## config.mk

```make
export PLATFORM = sky130hd
export DESIGN_NAME = pc_unit_flat
export DESIGN_NICKNAME = d
export VERILOG_FILES = /design/src/rtl/pc_unit_if.sv /design/src/rtl/pc_unit.sv /design/src/flat_wrapper.sv
export SDC_FILE = /design/constraint.sdc
export NUM_CORES = 1
export LEC_CHECK = 0
export ABC_CLOCK_PERIOD_IN_PS = 1560
export CAP_MARGIN = 20
export CORE_AREA = 2 2 75 77
export DETAILED_ROUTE_END_ITERATION = 12
export DIE_AREA = 0 0 77 79
export HOLD_SLACK_MARGIN = 0.15
export PLACE_DENSITY = 0.61
export SKIP_LAST_GASP = 1
export SLEW_MARGIN = 25
export SYNTH_ARGS = -nofsm -noshare
export SYNTH_HDL_FRONTEND = slang
export SYNTH_SLANG_ARGS = --single-unit
```

## constraint.sdc

```tcl
create_clock -name clock -period 1.56 [get_ports clock]
set_input_delay 0.312 -clock clock [delete_from_list [all_inputs] [get_ports clock]]
set_output_delay 0.312 -clock clock [all_outputs]
set_load 0.005 [all_outputs]
```

## src/rtl/pc_unit_if.sv

```systemverilog
// pc_unit_if: groups the control-unit / ALU side of the program-counter unit.
// The master modport is the control unit (drives requests and the target);
// the slave modport is pc_unit (returns the fetch address and stack status).
interface pc_unit_if #(
    parameter int WIDTH       = 16,
    parameter int STACK_DEPTH = 8
);
    logic                               stall;
    logic                               pc_write;
    logic                               branch_eq;
    logic                               branch_ne;
    logic                               is_zero;
    logic                               call;
    logic                               ret;
    logic [WIDTH-1:0]                   target;
    logic [WIDTH-1:0]                   pc;
    logic [WIDTH-1:0]                   pc_seq;
    logic                               redirect;
    logic [$clog2(STACK_DEPTH+1)-1:0]   stack_depth;
    logic                               stack_full;
    logic                               stack_empty;
    logic                               fault;

    modport master (
        output stall, pc_write, branch_eq, branch_ne, is_zero, call, ret, target,
        input  pc, pc_seq, redirect, stack_depth, stack_full, stack_empty, fault
    );

    modport slave (
        input  stall, pc_write, branch_eq, branch_ne, is_zero, call, ret, target,
        output pc, pc_seq, redirect, stack_depth, stack_full, stack_empty, fault
    );
endinterface

```

## src/rtl/pc_unit.sv

```systemverilog
// pc_unit: program counter with sequential advance, jumps, equal/not-equal
// branches on the ALU zero flag, and calls/returns through an internal
// return-address stack.
// Optional feature macro: PC_UNIT_RAS_EN. When it is defined the return-address
// stack, call push / ret pop and the sticky fault flag are built. When it is
// undefined there is no stack: call acts as a plain jump, ret is ignored, and
// the stack status outputs are tied to "empty, never faulted".
module pc_unit #(
    parameter int               WIDTH        = 16,
    parameter int               INC          = 2,
    parameter int               STACK_DEPTH  = 8,
    parameter logic [WIDTH-1:0] RESET_VECTOR = '0
) (
    input logic       clock,
    input logic       reset_n,
    pc_unit_if.slave  bus
);
    localparam int DW = $clog2(STACK_DEPTH + 1);

    logic [WIDTH-1:0] pc_q;
    logic             redirect_q;
    logic [WIDTH-1:0] pc_seq;
    logic             taken;

    assign pc_seq = pc_q + WIDTH'(INC);
    assign taken  = (bus.branch_eq & bus.is_zero) | (bus.branch_ne & ~bus.is_zero);

`ifdef PC_UNIT_RAS_EN
    localparam int PW = $clog2(STACK_DEPTH);

    logic [WIDTH-1:0] ras [STACK_DEPTH];
    logic [DW-1:0]    depth_q;
    logic             fault_q;
    logic             full;
    logic             empty;
    logic             push;
    logic [WIDTH-1:0] top;

    assign full  = (depth_q == DW'(STACK_DEPTH));
    assign empty = (depth_q == '0);
    assign top   = ras[PW'(depth_q - DW'(1))];
    assign push  = reset_n & ~bus.stall & ~bus.ret & bus.call & ~full;

    // Stack storage: contents need no reset, only the occupancy counter does
    always_ff @(posedge clock) begin
        if (push) begin
            ras[PW'(depth_q)] <= pc_seq;
        end
    end

    // PC, occupancy and fault update in priority order: stall, ret, call, jump, branch, sequential
    always_ff @(posedge clock) begin
        if (!reset_n) begin
            pc_q       <= RESET_VECTOR;
            depth_q    <= '0;
            fault_q    <= 1'b0;
            redirect_q <= 1'b0;
        end else if (bus.stall) begin
            redirect_q <= 1'b0;
        end else if (bus.ret) begin
            if (!empty) begin
                pc_q       <= top;
                depth_q    <= depth_q - DW'(1);
                redirect_q <= 1'b1;
            end else begin
                pc_q       <= pc_seq;
                fault_q    <= 1'b1;
                redirect_q <= 1'b0;
            end
        end else if (bus.call) begin
            pc_q       <= bus.target;
            redirect_q <= 1'b1;
            if (!full) begin
                depth_q <= depth_q + DW'(1);
            end else begin
                fault_q <= 1'b1;
            end
        end else if (bus.pc_write || taken) begin
            pc_q       <= bus.target;
            redirect_q <= 1'b1;
        end else begin
            pc_q       <= pc_seq;
            redirect_q <= 1'b0;
        end
    end

    assign bus.stack_depth = depth_q;
    assign bus.stack_full  = full;
    assign bus.stack_empty = empty;
    assign bus.fault       = fault_q;
`else
    logic unused_ret;

    assign unused_ret = bus.ret;

    // PC update without a stack: call is just another jump, ret never takes effect
    always_ff @(posedge clock) begin
        if (!reset_n) begin
            pc_q       <= RESET_VECTOR;
            redirect_q <= 1'b0;
        end else if (bus.stall) begin
            redirect_q <= 1'b0;
        end else if (bus.call || bus.pc_write || taken) begin
            pc_q       <= bus.target;
            redirect_q <= 1'b1;
        end else begin
            pc_q       <= pc_seq;
            redirect_q <= 1'b0;
        end
    end

    assign bus.stack_depth = '0;
    assign bus.stack_full  = 1'b0;
    assign bus.stack_empty = 1'b1;
    assign bus.fault       = 1'b0;
`endif

    assign bus.pc       = pc_q;
    assign bus.pc_seq   = pc_seq;
    assign bus.redirect = redirect_q;
endmodule

```

## src/flat_wrapper.sv

```systemverilog
// flat-port wrapper written by rule: the top's interface ports become plain ports
module pc_unit_flat 
#(
    parameter int               WIDTH        = 16,
    parameter int               INC          = 2,
    parameter int               STACK_DEPTH  = 8,
    parameter logic [WIDTH-1:0] RESET_VECTOR = '0
)
  (clock, reset_n, bus_stall, bus_pc_write, bus_branch_eq, bus_branch_ne, bus_is_zero, bus_call, bus_ret, bus_target, bus_pc, bus_pc_seq, bus_redirect, bus_stack_depth, bus_stack_full, bus_stack_empty, bus_fault);
  pc_unit_if #(.WIDTH(WIDTH), .STACK_DEPTH(STACK_DEPTH)) bus_i ();
  input logic clock;
  input logic reset_n;
  input wire logic [$bits(bus_i.stall)-1:0] bus_stall;
  input wire logic [$bits(bus_i.pc_write)-1:0] bus_pc_write;
  input wire logic [$bits(bus_i.branch_eq)-1:0] bus_branch_eq;
  input wire logic [$bits(bus_i.branch_ne)-1:0] bus_branch_ne;
  input wire logic [$bits(bus_i.is_zero)-1:0] bus_is_zero;
  input wire logic [$bits(bus_i.call)-1:0] bus_call;
  input wire logic [$bits(bus_i.ret)-1:0] bus_ret;
  input wire logic [$bits(bus_i.target)-1:0] bus_target;
  output wire logic [$bits(bus_i.pc)-1:0] bus_pc;
  output wire logic [$bits(bus_i.pc_seq)-1:0] bus_pc_seq;
  output wire logic [$bits(bus_i.redirect)-1:0] bus_redirect;
  output wire logic [$bits(bus_i.stack_depth)-1:0] bus_stack_depth;
  output wire logic [$bits(bus_i.stack_full)-1:0] bus_stack_full;
  output wire logic [$bits(bus_i.stack_empty)-1:0] bus_stack_empty;
  output wire logic [$bits(bus_i.fault)-1:0] bus_fault;
  assign bus_i.stall = bus_stall;
  assign bus_i.pc_write = bus_pc_write;
  assign bus_i.branch_eq = bus_branch_eq;
  assign bus_i.branch_ne = bus_branch_ne;
  assign bus_i.is_zero = bus_is_zero;
  assign bus_i.call = bus_call;
  assign bus_i.ret = bus_ret;
  assign bus_i.target = bus_target;
  assign bus_pc = bus_i.pc;
  assign bus_pc_seq = bus_i.pc_seq;
  assign bus_redirect = bus_i.redirect;
  assign bus_stack_depth = bus_i.stack_depth;
  assign bus_stack_full = bus_i.stack_full;
  assign bus_stack_empty = bus_i.stack_empty;
  assign bus_fault = bus_i.fault;
  pc_unit #(.WIDTH(WIDTH), .INC(INC), .STACK_DEPTH(STACK_DEPTH), .RESET_VECTOR(RESET_VECTOR)) u_core (.clock(clock), .reset_n(reset_n), .bus(bus_i));
endmodule
```

Word-level counts from Yosys, hierarchy flattened
Cells that the tools add are included.

Reduce and logical (&&, ||, !) cells: 3. Multiplexer cells: 2. Add/subtract/negate cells: 1. Bitwise operators: 5.

Operators with widths (number): $add A16 B2 Y16 const B (1); $mux W16 (1); $and A1 B1 Y1 (2); $logic_or A1 B1 Y1 (2); $not A1 Y1 (2); $reduce_or A2 Y1 (1); $mux W1 (1); $or A1 B1 Y1 (1).

Bits in registers: 17. Output and inout port bits: 40. Bits of input ports: 25. Word-level logic and storage cells: 13.

Depth between registers and ports, before layout
Depth in word-level cells: 5. Mapped depth: 6. Depth with buffers taken out: 5.

Worst setup path before layout
No wires, ideal clock.

Path kind: reg-to-output. Start: register u_core.pc_q[1] (netlist: u_core.bus.pc[1]). End: output bus_pc_seq[15]. Buffers on the path: 0. Data arrival time: 1.434 ns. Data required time: 1.248 ns. Cell stages (with the launch flop): 5. Setup slack: -0.186 ns. Path through: dfxtp_1 > ha_1 > nand3_1 > nor4_2 > xor2_1.

Longest elaborated chain between the ends: 1.

RTL lines: start: declaration (line pc_unit.sv:20) `logic [WIDTH-1:0] pc_q;`; start signal: assignment (line pc_unit.sv:104) `pc_q <= bus.target;`; start signal: assignment (line pc_unit.sv:107) `pc_q <= pc_seq;`; $add A16 B2 Y16 (line pc_unit.sv:25) `assign pc_seq = pc_q + WIDTH'(INC);`; end: declaration (line flat_wrapper.sv:22) `output wire logic [$bits(bus_i.pc_seq)-1:0] bus_pc_seq;`.

Every way passes these cells.

Final worst setup path
Start: register u_core.pc_q[5] (netlist: u_core.bus.pc[5]). End: output bus_pc_seq[14].

Same word-level chain as after synthesis.

==> flow_metrics.env <==
export IMPL_outcome="finished with violations"
export IMPL_violations="setup timing"
export IMPL_dp_cells=320
export IMPL_grt_overflow_total=0
export IMPL_vias=1587
export IMPL_synth_edf_count=0
export IMPL_maxCapViolations=0
export IMPL_htree_levels=1
export IMPL_ys_seq_area_frac=0.270
export IMPL_hold_depth=2
export IMPL_antenna_found_initial=0
export IMPL_grt_max_degree=16
export IMPL_multi_input_area_um2=1050
export IMPL_postRouteAntennaNets=0
export IMPL_area_growth_pct=113
export IMPL_maxSlewViolCount=0
export IMPL_routed_via_density=4.61
export IMPL_mostFrequentLayoutCell="buf_4"
export IMPL_synth_top_family_by_area="simple AND/OR/NAND/NOR gates"
export IMPL_worst_slack_ns=-0.393
export IMPL_finalNetCount=299
export IMPL_cts_inserted_buffers=3
export IMPL_r2r_slack_ns=-0.38
export IMPL_rsz0062_at_grt="yes"
export IMPL_hold_path_class="reg2reg"
export IMPL_final_cell_mix="buf_4 (42), clkdlybuf4s50_1 (27), nand2_1 (22), buf_6 (22)"
export IMPL_r2r_cells=7
export IMPL_cts_tree="done"
export IMPL_p_comb_frac=0.351
export IMPL_fmax_mhz=512
export IMPL_finalSetupViolations=17
export IMPL_p_leak_nw=1.36
export IMPL_power_w=0.00129
export IMPL_yosys_cell_types_count=38
export IMPL_num_rows=27
export IMPL_layout_drive_gt1_share=0.471
export IMPL_synth_fa_ha_area_frac=0.00992
export IMPL_slowest_delay_ns=0.51
export IMPL_path_cells="nand3_4 -> buf_4 -> or4_4 -> xnor2_2 -> buf_2"
export IMPL_seqCellArea_um2=363
export IMPL_clkLatencyLatePin_ns=0.25
export IMPL_fin_cells=344
export IMPL_dieWidth_um=77
export IMPL_track_usage=0.160
export IMPL_die_h_um=79
export IMPL_ys_async_sr_fraction=0
export IMPL_coreArea_um2=5340
export IMPL_r2r_end="u_core.bus.pc[14]$_SDFFE_PN0N_"
export IMPL_synth_xor_area_frac=0.0903
export IMPL_slowest_stage="or4_4"
export IMPL_r2r_start="u_core.bus.pc[5]$_SDFFE_PN0N_"
export IMPL_root_buffer="clkbuf_8"
export IMPL_ys_flop_type="dfxtp_1"
export IMPL_totalWireLength_um=4710
export IMPL_endpoint_kind="primary output"
export IMPL_io_pin_count=65
export IMPL_routedWlPerCell_um=13.7
export IMPL_critPathKind="reg2out"
export IMPL_holdPathEnd="u_core.bus.pc[0]$_SDFFE_PN0P_"
export IMPL_globalplace_congestion=0.800
export IMPL_switching_share=0.295
export IMPL_synthMuxAreaShare=0.0476
export IMPL_fin_crit_ns=1.95
export IMPL_synth_area_um2=1260
export IMPL_fin_skew_ns=0.00460
export IMPL_ys_warn_count=0
export IMPL_synth_compound_area_frac=0.177
export IMPL_dieArea_um2=6080
export IMPL_critical_path_required_ns=1.25
export IMPL_finalCritPeriodShare=1.25
export IMPL_peakVddDrop_mv=0.244
export IMPL_hold_viol_final=0
export IMPL_grt_pass1_wl_um=7760
export IMPL_p_per_area_nw_per_um2=479
export IMPL_power_frac_seq=0.383
export IMPL_switchingPower_w=0.000380
export IMPL_syn_area_per_cell_um2=7.83
export IMPL_place_hpwl_um=3320
export IMPL_clk_pin_slew_ns=0.07
export IMPL_synth_seq_cells=17
export IMPL_cp_arrival_ns=1.64
export IMPL_synth_simple_area_share=0.290
export IMPL_antennaDiodeCount=0
export IMPL_cts_path_max_buffers=2
export IMPL_clock_sinks=17
export IMPL_drt_initial_drc_count=52
export IMPL_min_delay_start="u_core.bus.pc[0]$_SDFFE_PN0P_"
export IMPL_crit_fanout=3
export IMPL_grt_pass1_vias=1676
export IMPL_synth_cells=161
export IMPL_intPower_w=0.000908
export IMPL_io_buffers=56
export IMPL_drcViolationCount=0
export IMPL_start_util=0.236
export IMPL_first_pass_iters=4
export IMPL_cp_startpoint="u_core.bus.pc[5]$_SDFFE_PN0N_"
export IMPL_start_kind="flip-flop"
export IMPL_clock_power_share=0.266
export IMPL_nFillCells=517
-- worst max path at each step --
stage,end,cells after the start,slack [ns]
after floorplan,u_core.bus.pc[14]$_SDFFE_PN0N_,5,-0.05
after global placement,bus_pc_seq[15],5,-0.48
after detailed placement,bus_pc_seq[15],5,-0.53
after CTS,bus_pc_seq[14],5,-0.52
after global routing,bus_pc_seq[14],5,-0.46
final,bus_pc_seq[14],5,-0.39
-- through the flow --
step / cell area, um2 / hold slack, ns / utilization / setup TNS, ns / setup slack (ns)
final: 2690 / 0.527 / 0.504 / -3.78 / -0.393
after global routing: 2690 / 0.613 / 0.504 / -5.40 / -0.463
after CTS: 2600 / 0.532 / 0.487 / -4.80 / -0.517
after detailed placement: 2230 / 0.521 / 0.417 / -8.93 / -0.526
after global placement: 2230 / 0.505 / 0.417 / -8.44 / -0.476
after floorplan: 1340 / 0.467 / - / -0.0973 / -0.0473
-- Yosys cell counts (all sizes together) (2+ instances only) --
cell type | instances | share of area
and3 | 5 | 0.025
clkbuf | 7 | 0.021
xor2 | 8 | 0.056
inv | 5 | 0.015
o21ai | 8 | 0.032
nand4 | 3 | 0.020
nor2 | 6 | 0.018
xnor2 | 5 | 0.035
dfxtp | 17 | 0.27
nand2 | 23 | 0.068
nor3 | 6 | 0.024
a21oi | 4 | 0.016
nor4b | 4 | 0.028
mux2i | 6 | 0.048
o22ai | 5 | 0.025
nor3b | 4 | 0.024
nor4 | 3 | 0.025
conb | 2 | 0.0060
a41o | 4 | 0.032
o31a | 6 | 0.042
nand3 | 6 | 0.028
buf | 13 | 0.074
-- metal layers --
metal | GRT usage | routed length (um) | up-vias
met5 | 0 | 0 | -
met4 | 0.0589 | 70 | 0
met3 | 0.0205 | 152 | 6
met2 | 0.312 | 2560 | 36
met1 | 0.176 | 1930 | 761
li1 | - | - | 784
-- kinds of logic after synthesis --
kind of cell / after synthesis
simple gates: 65
compound gates: 32
buf+inv: 25
flops: 17
xor+xnor: 13
mux: 6
other cells: 2
fa+ha+maj: 1
-- power by group through the flow --
stage / clock, W / combinational, W / sequential [W]
floorplan: 0 / 0.000158 / 0.000510
global placement: 0 / 0.000418 / 0.000498
detailed placement: 0 / 0.000421 / 0.000499
CTS: 0.000355 / 0.000438 / 0.000493
global route: 0.000375 / 0.000491 / 0.000496
finish: 0.000342 / 0.000453 / 0.000493
-- timing repair --
action / CTS / global route
buffers inserted: 23 / 7
resized for setup: 97 / 40
endpoints found under the setup margin: 35 / 37
hold buffers: 0 / 0
pin swaps: 24 / 23
-- registers in the layout (all words and copies together), names as in the netlist --
name                 flops
u_core.bus.pc           16
u_core.bus.redirect      1
-- critical path: cells and delay by family, from the launching register on --
kind / cells / cell delay [ns]
flip-flops: 1 / 0.36
buffers and inverters: 2 / 0.29
XOR/XNOR: 1 / 0.14
AND/OR/NAND/NOR: 2 / 0.59
-- area by class of cell --
type	count	area share
clock buffers	3	0.0154
clock inverters	1	0.00186
inverters	5	0.00698
multi-input cells	124	0.390
flip-flops and latches	17	0.135
well taps	72	0.0335
repair buffers	122	0.417
No activity file was read; power rests on OpenSTA's default activity.
